**config.mk**
```make
export PLATFORM = sky130hd
export DESIGN_NAME = bit_serializer_flat
export DESIGN_NICKNAME = d
export VERILOG_FILES = /design/src/rtl/bit_serializer_if.sv /design/src/rtl/bit_serializer.sv /design/src/flat_wrapper.sv
export SDC_FILE = /design/constraint.sdc
export NUM_CORES = 1
export LEC_CHECK = 0
export ABC_AREA = 1
export BUFFER_PORTS_ARGS = -buffer_cell sky130_fd_sc_hd__buf_4
export CORE_MARGIN = 2
export CORE_UTILIZATION = 49
export DETAILED_ROUTE_END_ITERATION = 16
export PLACE_DENSITY = 0.73
export SYNTH_ARGS = -nofsm -noshare
export SYNTH_HDL_FRONTEND = slang
export SYNTH_SLANG_ARGS = --single-unit
```
**constraint.sdc**
```tcl
create_clock -name clk -period 1.75 [get_ports clk]
set_clock_uncertainty 0.1 [all_clocks]
set_input_delay 0.0875 -clock clk [delete_from_list [all_inputs] [get_ports clk]]
set_output_delay 0.0875 -clock clk [all_outputs]
set_load 0.005 [all_outputs]
```
**src/rtl/bit_serializer_if.sv**
```systemverilog
// Handshake and serial-output bundle for bit_serializer.
// The producer/monitor side uses master; the serializer uses slave.
interface bit_serializer_if #(
    parameter int WIDTH = 8
);
    logic [WIDTH-1:0] in_data;
    logic             in_valid;
    logic             in_ready;
    logic             enable;
    logic             out_bit;
    logic             out_valid;
    logic             word_start;
    logic             busy;

    modport master (
        output in_data, in_valid, enable,
        input  in_ready, out_bit, out_valid, word_start, busy
    );

    modport slave (
        input  in_data, in_valid, enable,
        output in_ready, out_bit, out_valid, word_start, busy
    );
endinterface

```
**src/rtl/bit_serializer.sv**
```systemverilog
// Parallel-to-serial shifter with a one-word holding register, so that
// back-to-back words stream without a gap cycle.
module bit_serializer #(
    parameter int WIDTH     = 8,
    parameter int MSB_FIRST = 1,
    parameter int IDLE_BIT  = 0
) (
    input  logic          clk,
    input  logic          reset,
    bit_serializer_if.slave bus
);
    localparam int   CW     = (WIDTH > 2) ? $clog2(WIDTH) : 1;
    localparam logic IDLE_B = 1'(IDLE_BIT);
    localparam logic MSB_F  = (MSB_FIRST != 0);

    typedef enum logic {IDLE, SHIFT} state_t;

    state_t           state, state_nxt;
    logic [WIDTH-1:0] shreg, hold, shreg_shifted;
    logic             hold_full;
    logic [CW-1:0]    cnt;
    logic             shift_en, last, accept, free;
    logic             load_direct, load_hold, move_hold;
    logic             head;

    assign last          = (cnt == CW'(WIDTH - 1));
    assign head          = MSB_F ? shreg[WIDTH-1] : shreg[0];
    assign shreg_shifted = MSB_F ? {shreg[WIDTH-2:0], 1'b0} : {1'b0, shreg[WIDTH-1:1]};

    always_ff @(posedge clk or posedge reset) begin
        if (reset) state <= IDLE;
        else       state <= state_nxt;
    end

    always_comb begin
        state_nxt      = state;
        shift_en       = 1'b0;
        free           = 1'b0;
        accept         = bus.in_valid && !hold_full;
        bus.in_ready   = !hold_full;
        case (state)
            IDLE: begin
                free = 1'b1;
                if (accept) state_nxt = SHIFT;
            end
            SHIFT: begin
                shift_en = bus.enable;
                // The shifter frees up only when its last bit leaves and nothing is waiting.
                free     = shift_en && last && !hold_full;
                if (free && !accept) state_nxt = IDLE;
            end
            default: state_nxt = IDLE;
        endcase
        load_direct    = accept && free;
        load_hold      = accept && !free;
        move_hold      = shift_en && last && hold_full;
        bus.out_valid  = shift_en;
        bus.out_bit    = shift_en ? head : IDLE_B;
        bus.word_start = shift_en && (cnt == '0);
        bus.busy       = (state == SHIFT) || hold_full;
    end

    always_ff @(posedge clk or posedge reset) begin
        if (reset) begin
            shreg     <= '0;
            hold      <= '0;
            hold_full <= 1'b0;
            cnt       <= '0;
        end else begin
            if (load_direct) begin
                shreg <= bus.in_data;
                cnt   <= '0;
            end else if (move_hold) begin
                shreg <= hold;
                cnt   <= '0;
            end else if (shift_en) begin
                shreg <= shreg_shifted;
                cnt   <= last ? '0 : cnt + CW'(1);
            end
            if (load_hold) begin
                hold      <= bus.in_data;
                hold_full <= 1'b1;
            end else if (move_hold) begin
                hold_full <= 1'b0;
            end
        end
    end
endmodule

```
**src/flat_wrapper.sv**
```systemverilog
// flat-port wrapper written by rule: the top's interface ports become plain ports
module bit_serializer_flat 
#(
    parameter int WIDTH     = 8,
    parameter int MSB_FIRST = 1,
    parameter int IDLE_BIT  = 0
)
  (clk, reset, bus_in_data, bus_in_valid, bus_enable, bus_in_ready, bus_out_bit, bus_out_valid, bus_word_start, bus_busy);
  bit_serializer_if #(.WIDTH(WIDTH)) bus_i ();
  input  logic clk;
  input  logic reset;
  input wire logic [$bits(bus_i.in_data)-1:0] bus_in_data;
  input wire logic [$bits(bus_i.in_valid)-1:0] bus_in_valid;
  input wire logic [$bits(bus_i.enable)-1:0] bus_enable;
  output wire logic [$bits(bus_i.in_ready)-1:0] bus_in_ready;
  output wire logic [$bits(bus_i.out_bit)-1:0] bus_out_bit;
  output wire logic [$bits(bus_i.out_valid)-1:0] bus_out_valid;
  output wire logic [$bits(bus_i.word_start)-1:0] bus_word_start;
  output wire logic [$bits(bus_i.busy)-1:0] bus_busy;
  assign bus_i.in_data = bus_in_data;
  assign bus_i.in_valid = bus_in_valid;
  assign bus_i.enable = bus_enable;
  assign bus_in_ready = bus_i.in_ready;
  assign bus_out_bit = bus_i.out_bit;
  assign bus_out_valid = bus_i.out_valid;
  assign bus_word_start = bus_i.word_start;
  assign bus_busy = bus_i.busy;
  bit_serializer #(.WIDTH(WIDTH), .MSB_FIRST(MSB_FIRST), .IDLE_BIT(IDLE_BIT)) u_core (.clk(clk), .reset(reset), .bus(bus_i));
endmodule
```
After elaboration in Yosys (flattened, before gate mapping)
Cells that the tools add are included.

cells by class
  reduce and logical (&&, ||, !) cells = 16
  bitwise logic cells = 1
  equal/unequal tests = 1
  mux-type cells = 15
  add/subtract/negate cells = 1

operator list
  cell                   number
  $mux W8                3
  $mux W3                4
  $logic_and A1 B1 Y1    9
  $mux W1                6
  $pmux W1 S2            2
  $add A3 B1 Y3 const B  1
  $eq A3 B3 Y1 const B   1
  $logic_not A1 Y1       3
  $logic_not A3 Y1       1
  $reduce_bool A3 Y1     1
  $reduce_bool A2 Y1     1
  $logic_or A1 B1 Y1     1
  $not A1 Y1             1

storage, ports and cells
  input bits = 12
  output and inout port bits = 5
  register bits = 21

Logic depth before layout (Yosys ltp)
Gate-level depths: netlist of the first run.

  depth after elaboration = 7
  gate-level depth with buffers = 9
  mapped depth without buffers = 8

Worst setup path before layout of the first run
OpenSTA, ideal clock, no wires.

  kind = reg2reg
  start point = reg u_core.cnt[0]
  end point = reg u_core.shreg[4]
  arrival = 1.443 ns
  required time = 1.532 ns
  path slack = 0.089 ns
  buffers on the path = 1
  period minus slack after synthesis = 1.661 ns
  stages on the path, launching flop included = 10
  cells stage by stage = dfrtp_1 -> ha_1 -> ha_1 -> nand3_1 -> nand2_1 -> nand2_2 -> buf_2 -> nand3_1 -> nand3_1 -> nand2_1

between the ends
  word-level cells in the longest chain between the ends = 6
  elaborated cells between the ends (all ways) = 10

ends and longest elaborated chain
  item                                                            RTL line              RTL
  start: declaration                                              bit_serializer.sv:21  logic [CW-1:0] cnt;
  start signal: assignment                                        bit_serializer.sv:78  cnt <= last ? '0 : cnt + CW'(1);
  $eq A3 B3 Y1 *                                                  bit_serializer.sv:26  assign last = (cnt == CW'(WIDTH - 1));
  $logic_and A1 B1 Y1 (2 in series)                               bit_serializer.sv:49  free = shift_en && last && !hold_full;
  $pmux W1 S2                                                     bit_serializer.sv:41  case (state)
  $logic_and A1 B1 Y1                                             bit_serializer.sv:54  load_direct = accept && free;
  $reduce_bool A3 Y1 (no source line) or $mux W8 (tied branches)  --
  end signal: assignment                                          bit_serializer.sv:71  shreg <= bus.in_data;
  end signal: assignment                                          bit_serializer.sv:74  shreg <= hold;
  end signal: assignment                                          bit_serializer.sv:77  shreg <= shreg_shifted;
  end: declaration                                                bit_serializer.sv:19  logic [WIDTH-1:0] shreg, hold, shreg_shifted;

Mark *: on every way between the ends. The rest lies on a longest branch, timed or not.
A chain may end at the register's enable or synchronous reset.

Worst setup path after layout of the first run
  start point = reg u_core.cnt[1]
  end point = reg u_core.shreg[5]

Same word-level chain as after synthesis.

==> out/metrics.yaml, run 1 <==
status:
  status: "complete, no violations"
setup_path:
  slowest_delay_ns: 0.42
  cp-startpoint: "u_core.cnt[1]"
  cp-start-kind: "register"
  crit_path_top_delay_cell: "dfrtp_1"
  cp_top_family: "simple AND/OR/NAND/NOR gates"
  critical_path_arrival_ns: 1.78
  cp_cell_sequence: "ha_2 -> ha_4 -> nand3_2 -> nand2_1 -> nand2_2 -> buf_6 -> nand3_1 -> nand3_1 -> nand2_1"
  worstPathMaxFanout: 7
  r2r_cells: 9
  critPathKind: "reg -> reg"
  critical_path_required_ns: 1.87
  r2r-end: "u_core.shreg[5]"
  setup.worst_path.end_class: "register"
  worstPathBufferInverterCount: 1
  r2r-start: "u_core.cnt[1]"
  r2r_setup_slack_ns: 0.1
sta:
  final.min_clock_period_ns: 1.65
  rsz0062_at_grt: "no"
  fin_ws_ns: 0.0975
  max_freq_ghz: 0.605
  finalCritPeriodShare: 0.944
  final.setup.tns_ns: 0
  slew_viol_final: 0
  tightest_slew_ns: 0.268
  relSlewSlack: 0.821
  setup_viol: 0
  finalHoldViolCount: 0
floorplanning:
  die_x_um: 51.3
  row_count: 17
  die_height_um: 51.3
  ios: 17
  core_area_sq_um: 2170
  initial_core_util: 0.505
  dieArea_sq_um: 2630
synth:
  synth_area_leaders: "dfrtp_1, nand2_1, nand3_1"
  synth_top_area_frac: 0.479
  synth_cell_types: 18
  syn_area_sq_um: 1100
  syn_area_per_cell_sq_um: 7.89
  yosysSeqAreaShare: 0.479
  syn_inst: 139
  synth_top_area_cell: "dfrtp_1"
  yosysWarnings: 0
  syn-num-nets: 154
  ys_seq_elements: 21
clock_tree:
  cts.htree.levels: 1
  root_buffer: "clkbuf_4"
  clkLatencyLatePin_ns: 0.32
  clk_path_buf_depth: 2
  cts_sinks: 21
  cts_made_buffers: 3
  clk_pin_slew_ns: 0.13
  cts_tree: "built"
global_route:
  grt_pass1_wl_um: 4280
  antenna_found_initial: 0
  grt_use_total: 0.219
  grt_pass1_vias: 951
  grt_max_degree: 22
  overflow: 0
finish:
  syn2layout_area_growth_pct: 35.3
  multi_input_area_sq_um: 518
  fillCellCount: 193
  final_nets: 190
  stdcell_count: 202
  diodes: 0
  seq_area_sq_um: 526
  postLayoutCellArea_sq_um: 1480
  drive_gt1_frac: 0.218
drt:
  vias: 1092
  ant_nets: 0
  drc: 0
  drtIter0Drc: 31
  via_per_inst: 5.41
  drt-pass1-iter-count: 4
  wirelength_um: 2590
  wl_per_cell_um: 12.8
job:
  maxCapViolations: 0
worst_hold_path:
  hold_path_end: "u_core.cnt[1]"
  hp-class: "in -> reg"
  hp-start: "bus_enable"
  hold_path_depth: 5
pwr:
  peakVddDrop_uv: 564
  power_leakage_nw: 0.792
  p_per_area_nw_per_um2: 532
placed_design:
  dp_hpwl_um: 1650
  numPlacedInstances: 186
  gp_congestion: 0.775
  place_ws_ns: 0.0153
  place_area_sq_um: 1300
  io_buffers: 16
[cell usage in the layout (no fill, tap or decap), types with 2 or more instances in the layout]
| cell | instances |
|---|---|
| nor2_1 | 2 |
| clkbuf_4 | 3 |
| o21ai_0 | 11 |
| nand3_1 | 25 |
| buf_4 | 23 |
| nand2_1 | 37 |
| nand4_1 | 9 |
| dfrtp_1 | 21 |
| dlygate4sd3_1 | 10 |
| inv_1 | 18 |
[how the worst max path moves through the flow]
stage	to	slack (ns)	depth (start not counted)
6_report	u_core.shreg[5]	0.1	9
5_1_grt	u_core.shreg[4]	0.01	9
4_1_cts	u_core.shreg[5]	0.03	9
3_5_place_dp	u_core.shreg[4]	0.02	8
3_3_place_gp	u_core.shreg[7]	0.09	9
2_1_floorplan	u_core.shreg[4]	0.09	9
[state kept, by name, summed over array words and instances, names as in the netlist]
signal,flops
u_core.hold_full,1
u_core.hold,8
u_core.shreg,8
u_core.state,1
u_core.cnt,3
[layout make-up]
type / instances / area share
Clock buffer: 3 / 0.0152
Clock inverter: 1 / 0.00338
Inverter: 18 / 0.0456
Multi-Input combinational cell: 95 / 0.349
Sequential cell: 21 / 0.354
Tap cell: 28 / 0.0236
Timing Repair Buffer: 36 / 0.208
[repair_timing]
| action | CTS | global route |
|---|---|---|
| setup endpoints to repair | 1 | 10 |
| hold endpoints to repair | 35 | 0 |
| gates cloned | 1 | 0 |
| setup buffers | 0 | 1 |
| hold buffers | 10 | 0 |
| pin swaps | 1 | 1 |
| gates resized for setup | 3 | 6 |
[worst register-to-register path, cell delays in order (launching register included)]
cell	delay [ns]
dfrtp_1	0.42
ha_2	0.20
ha_4	0.18
nand3_2	0.09
nand2_1	0.08
nand2_2	0.14
buf_6	0.14
nand3_1	0.08
nand3_1	0.08
nand2_1	0.06
[synthesized netlist by cell type, drive strengths merged]
| cell type | number |
|---|---|
| nor2 | 3 |
| a21oi | 1 |
| clkbuf | 2 |
| nand2 | 38 |
| buf | 3 |
| ha | 3 |
| or2 | 1 |
| nand3 | 27 |
| inv | 18 |
| nand4 | 10 |
| dfrtp | 21 |
| o21ai | 12 |
[power by group]
group          internal [mW]  switching (mW)  leakage [nW]
Clock                 0.0856           0.162        0.0177
Combinational         0.0329          0.0224         0.502
Sequential             0.485               0         0.273
[cells by family after synthesis]
kind of cell | Yosys count | synth area share
fa+ha+maj | 3 | 0.0343
simple gates | 79 | 0.341
flops | 21 | 0.479
buf+inv | 23 | 0.0856
compound gates | 13 | 0.0594
[per-layer routing]
| metal | vias to the layer above | track usage | share of wire |
|---|---|---|---|
| met5 | - | 0 | 0 |
| met2 | 33 | 0.338 | 0.49 |
| met4 | 0 | 0.0877 | 0.019 |
| met1 | 515 | 0.307 | 0.45 |
| li1 | 536 | - | - |
| met3 | 8 | 0.0380 | 0.046 |
[per-stage QoR]
stage	util	hold slack, ns	power, mW
2_1_floorplan	-	-0.0360	0.506
3_3_place_gp	0.598	0.0412	0.531
3_5_place_dp	0.598	0.0439	0.532
4_1_cts	0.667	0.0457	0.791
5_1_grt	0.683	0.0742	0.817
6_report	0.683	0.0577	0.788
No activity file was read; power rests on OpenSTA's default activity.
==> run 2: changes to the inputs <==
--- a/config.mk
+++ b/config.mk
@@ -7,7 +7,6 @@
 export LEC_CHECK = 0
 export ABC_AREA = 1
 export BUFFER_PORTS_ARGS = -buffer_cell sky130_fd_sc_hd__buf_4
-export CORE_MARGIN = 2
 export CORE_UTILIZATION = 49
 export DETAILED_ROUTE_END_ITERATION = 16
 export PLACE_DENSITY = 0.73
==> run 2 against run 1 <==
Net effect: sequential power about the same; setup slack worse by 0.011 ns; die area down 7.6%; clock power down 4%; flip-flop and latch count unchanged; cell area up 0.51%; cell count down 0.50%; hold slack better by 0.012 ns; routed wire length down 2.6%; combinational power about the same; first-iteration DRC count up 120%.
==> out/metrics.yaml, run 2 (same netlist as run 1, synthesis figures left out) <==
sta:
  tightest_slew_ns: 0.302
  max_freq_ghz: 0.601
  relSlewSlack: 0.798
  finalCritPeriodShare: 0.951
  fin_ws_ns: 0.0865
  setup_viol: 0
  slew_viol_final: 0
  final.min_clock_period_ns: 1.66
  finalHoldViolCount: 0
setup_path:
  critical_path_arrival_ns: 1.48
  critPathKind: "reg -> out"
  critical_path_required_ns: 1.56
  r2r_cells: 9
  r2r-end: "u_core.shreg[4]"
  cp-start-kind: "register"
  worstPathMaxFanout: 8
  r2r_setup_slack_ns: 0.09
  setup.worst_path.end_class: "output pin"
  r2r-start: "u_core.cnt[0]"
floorplanning:
  die_height_um: 49.3
  row_count: 16
  initial_core_util: 0.542
  die_x_um: 49.3
  dieArea_sq_um: 2430
  core_area_sq_um: 2020
  ios: 17
clock_tree:
  clk_path_buf_depth: 2
  cts_sinks: 21
  cts_made_buffers: 3
  cts_setup_buffers: 0
  cts_tree: "built"
  clkLatencyLatePin_ns: 0.31
  root_buffer: "clkbuf_4"
  cts.htree.levels: 1
  clk_pin_slew_ns: 0.12
pwr:
  p_per_area_nw_per_um2: 522
  seqPwrFrac: 0.624
  comb_power_share: 0.071
  peakVddDrop_uv: 490
  p_clk_frac: 0.305
  switching_power_mw: 0.171
  p_sw_frac: 0.219
  power_leakage_nw: 0.803
  intPower_mw: 0.607
placed_design:
  io_buffers: 16
  gp_congestion: 0.839
  dp_hpwl_um: 1670
  place_ws_ns: 0.00607
  place_area_sq_um: 1300
status:
  status: "complete, no violations"
finish:
  reg_top3: "u_core.hold x8, u_core.shreg x8, u_core.cnt x3"
  drive_gt1_frac: 0.218
  final_nets: 190
  diodes: 0
  syn2layout_area_growth_pct: 36.0
  fin_util: 0.737
  final_common_cell: "nand2_1"
  layout_common_cells: "nand2_1, nand3_1, buf_4, dfrtp_1, inv_1"
  postLayoutCellArea_sq_um: 1490
drt:
  wirelength_um: 2530
  vias: 1036
  drt-pass1-iter-count: 4
  ant_nets: 0
  drtIter0Drc: 69
  wl_per_cell_um: 12.6
  via_per_inst: 5.15
  drc: 0
worst_hold_path:
  hold_path_depth: 4
  hp-class: "in -> reg"
  hp-start: "bus_enable"
  hold_path_end: "u_core.state"
global_route:
  grt_max_degree: 22
  grt_pass1_wl_um: 4390
  grt_use_total: 0.233
  antenna_found_initial: 0
  grt_pass1_vias: 975
  overflow: 0
job:
  maxCapViolations: 0
==> run 2: power groups by stage <==
stage / sequential [mW] / combinational, mW / clock [mW]
after detailed placement: 0.494 / 0.0370 / 0
after global routing: 0.485 / 0.0615 / 0.262
final: 0.485 / 0.0553 / 0.237
after global placement: 0.494 / 0.0361 / 0
after CTS: 0.485 / 0.0548 / 0.237
after floorplan: 0.494 / 0.0117 / 0
==> run 2: timing repair <==
action	CTS	global route
hold buffers	10	0
hold endpoints to repair	31	0
setup endpoints to repair	5	11
gates resized for setup	2	9
pin swaps	1	1
gates cloned	1	1
==> run 2: per-stage QoR <==
| step | hold WS [ns] | setup TNS (ns) | instances | total power [mW] |
|---|---|---|---|---|
| after floorplan | -0.0360 | 0 | 139 | 0.506 |
| after global placement | 0.0392 | 0 | 185 | 0.531 |
| after detailed placement | 0.0432 | 0 | 185 | 0.531 |
| after CTS | 0.0662 | 0 | 200 | 0.777 |
| after global routing | 0.0982 | -0.00587 | 201 | 0.809 |
| final | 0.0693 | 0 | 201 | 0.777 |
==> run 2: worst max-delay path by stage <==
stage          slack (ns)  depth (start not counted)         endpoint     startpoint
2_1_floorplan        0.09                          9  u_core.shreg[4]  u_core.cnt[0]
3_3_place_gp         0.08                          9  u_core.shreg[4]  u_core.cnt[0]
6_report             0.09                          4      bus_out_bit   u_core.state
4_1_cts              0.01                          9  u_core.shreg[4]  u_core.cnt[0]
5_1_grt            -0.005                          9  u_core.shreg[7]  u_core.cnt[0]
3_5_place_dp        0.006                          9  u_core.shreg[4]  u_core.cnt[0]
==> run 2: worst max-delay path: stages, from the launching register on <==
cell and delay, ns:
dfrtp_1 0.54, nand2_2 0.21, buf_4 0.22, nor2_1 0.08
buf_4 0.11
==> run 2: layer usage <==
| layer | track usage | up-vias | wire [um] |
|---|---|---|---|
| li1 | - | 530 | - |
| met1 | 0.346 | 461 | 1170 |
| met2 | 0.368 | 43 | 1190 |
| met3 | 0.0187 | 2 | 144 |
| met4 | 0.0588 | 0 | 16 |
| met5 | 0 | - | 0 |
==> run 2: final cells by class <==
cell class              instances  area [sq um]
inverters                      18          67.6
well taps                      27          33.8
multi-input cells              96           536
fillers                       162           532
flip-flops and latches         21           526
clock buffers                   4          26.3
repair buffers                 35           302
==> run 3: changes to the inputs <==
==> constraint.sdc (replaced) <==
create_clock -name clk -period 1.75 [get_ports clk]
set_clock_uncertainty 0.1 [all_clocks]
set_input_delay 0 -clock clk [delete_from_list [all_inputs] [get_ports clk]]
set_output_delay 0 -clock clk [all_outputs]
set_load 0.005 [all_outputs]
==> run 3 against run 2 <==
Net effect: clock power about the same; global-route usage is the same; sequential power about the same; critical path type is now reg -> reg; cell count up 0.50%; first-iteration DRC count up 5.8%.
==> out/metrics.yaml, run 3 (same netlist as run 1, synthesis figures left out) <==
sta:
  tightest_slew_ns: 0.315
  final.min_clock_period_ns: 1.68
  slew_viol_final: 0
  finalCritPeriodShare: 0.960
  max_freq_ghz: 0.595
  finalHoldViolCount: 0
  fin_ws_ns: 0.0701
  setup_viol: 0
  relSlewSlack: 0.790
setup_path:
  critical_path_required_ns: 1.85
  critPathKind: "reg -> reg"
  crit_top_cell: "nand3_1"
  setup.worst_path.end_class: "register"
  r2r-start: "u_core.cnt[0]"
  r2r-end: "u_core.shreg[4]"
  cp_cell_sequence: "ha_1 -> ha_4 -> nand3_2 -> nand2_2 -> nand2_4 -> buf_6 -> nand3_1 -> nand3_1 -> nand2_1"
  r2r_setup_slack_ns: 0.07
  crit_path_top_delay_cell: "dfrtp_1"
  worstPathMaxFanout: 7
  critical_path_arrival_ns: 1.78
  slowest_delay_ns: 0.41
  r2r_cells: 9
  cp-start-kind: "register"
global_route:
  antenna_found_initial: 0
  grt_use_total: 0.233
  grt_pass1_vias: 975
  grt_pass1_wl_um: 4390
  grt_max_degree: 22
  overflow: 0
pwr:
  p_per_area_nw_per_um2: 521
  finalPower_mw: 0.782
  p_sw_frac: 0.222
  switching_power_mw: 0.173
  peakVddDrop_uv: 501
  p_clk_frac: 0.306
  power_leakage_nw: 0.807
  intPower_mw: 0.608
  comb_power_share: 0.073
  seqPwrFrac: 0.620
clock_tree:
  clkLatencyLatePin_ns: 0.31
  cts.htree.levels: 1
  cts_sinks: 21
  cts_made_buffers: 3
  cts_setup_buffers: 0
  cts_tree: "built"
  clk_path_buf_depth: 2
  root_buffer: "clkbuf_4"
  clk_pin_slew_ns: 0.13
finish:
  diodes: 0
  stdcell_count: 202
  layout_common_cells: "nand2_1, nand3_1, buf_4, dfrtp_1, inv_1"
  drive_gt1_frac: 0.217
  seq_area_sq_um: 526
  final_nets: 191
  multi_input_area_sq_um: 536
  final_common_cell: "nand2_1"
  fillCellCount: 161
  fin_util: 0.742
  syn2layout_area_growth_pct: 36.9
  reg_top3: "u_core.hold x8, u_core.shreg x8, u_core.cnt x3"
drt:
  vias: 1047
  ant_nets: 0
  wirelength_um: 2580
  drt-pass1-iter-count: 5
  drc: 0
  wl_per_cell_um: 12.8
  drtIter0Drc: 73
  via_per_inst: 5.18
job:
  maxCapViolations: 0
placed_design:
  numPlacedInstances: 185
  place_ws_ns: 0.00607
  io_buffers: 16
  dp_hpwl_um: 1670
  gp_congestion: 0.839
status:
  status: "complete, no violations"
floorplanning:
  ios: 17
  die_height_um: 49.3
  initial_core_util: 0.542
  row_count: 16
  die_x_um: 49.3
  dieArea_sq_um: 2430
  core_area_sq_um: 2020
worst_hold_path:
  hp-class: "in -> async"
run 3: layout make-up:
| type | instances | area share |
|---|---|---|
| inverters | 18 | 0.0450 |
| multi-input cells | 96 | 0.357 |
| clock buffers | 4 | 0.0175 |
| repair buffers | 36 | 0.208 |
| flip-flops and latches | 21 | 0.350 |
| well taps | 27 | 0.0225 |
run 3: critical path, delay by kind of cell (launching register included):
family,cells,cell delay (ns)
adders and majority gates,2,0.43
buffers and inverters,1,0.13
DFF,1,0.41
and+or+nand+nor,6,0.51
run 3: routing by layer:
metal | vias to the layer above | global-route usage | share of wire | wire [um]
li1 | 535 | - | - | -
met1 | 474 | 0.346 | 0.47 | 1220
met2 | 34 | 0.368 | 0.47 | 1210
met3 | 4 | 0.0187 | 0.048 | 123
met4 | 0 | 0.0588 | 0.0093 | 24
met5 | - | 0 | 0 | 0
run 3: metrics by stage:
step	TNS, ns	hold slack, ns	area [sq um]
after floorplan	0	-0.123	1100
after global placement	0	-0.0483	1300
after detailed placement	0	-0.0443	1300
after CTS	0	0.179	1450
after global routing	-0.0152	0.214	1500
final	0	0.158	1500
run 3: worst max path at each step:
stage / to / start
2_1_floorplan: u_core.shreg[4] / u_core.cnt[0]
3_3_place_gp: u_core.shreg[4] / u_core.cnt[0]
3_5_place_dp: u_core.shreg[4] / u_core.cnt[0]
4_1_cts: u_core.shreg[4] / u_core.cnt[0]
5_1_grt: u_core.shreg[7] / u_core.cnt[0]
6_report: u_core.shreg[4] / u_core.cnt[0]
run 3: power by group through the flow:
stage | Clock (mW) | Sequential [mW] | Combinational (mW)
2_1_floorplan | 0 | 0.494 | 0.0117
3_3_place_gp | 0 | 0.494 | 0.0361
3_5_place_dp | 0 | 0.494 | 0.0370
4_1_cts | 0.237 | 0.485 | 0.0566
5_1_grt | 0.262 | 0.485 | 0.0633
6_report | 0.240 | 0.485 | 0.0572
run 3: what timing repair did:
item	4_1_cts	5_1_grt
hold endpoints to repair	40	0
gates cloned	1	1
pin swaps	1	1
endpoints found under the setup margin	5	11
hold buffers	11	0
resized for setup	2	9
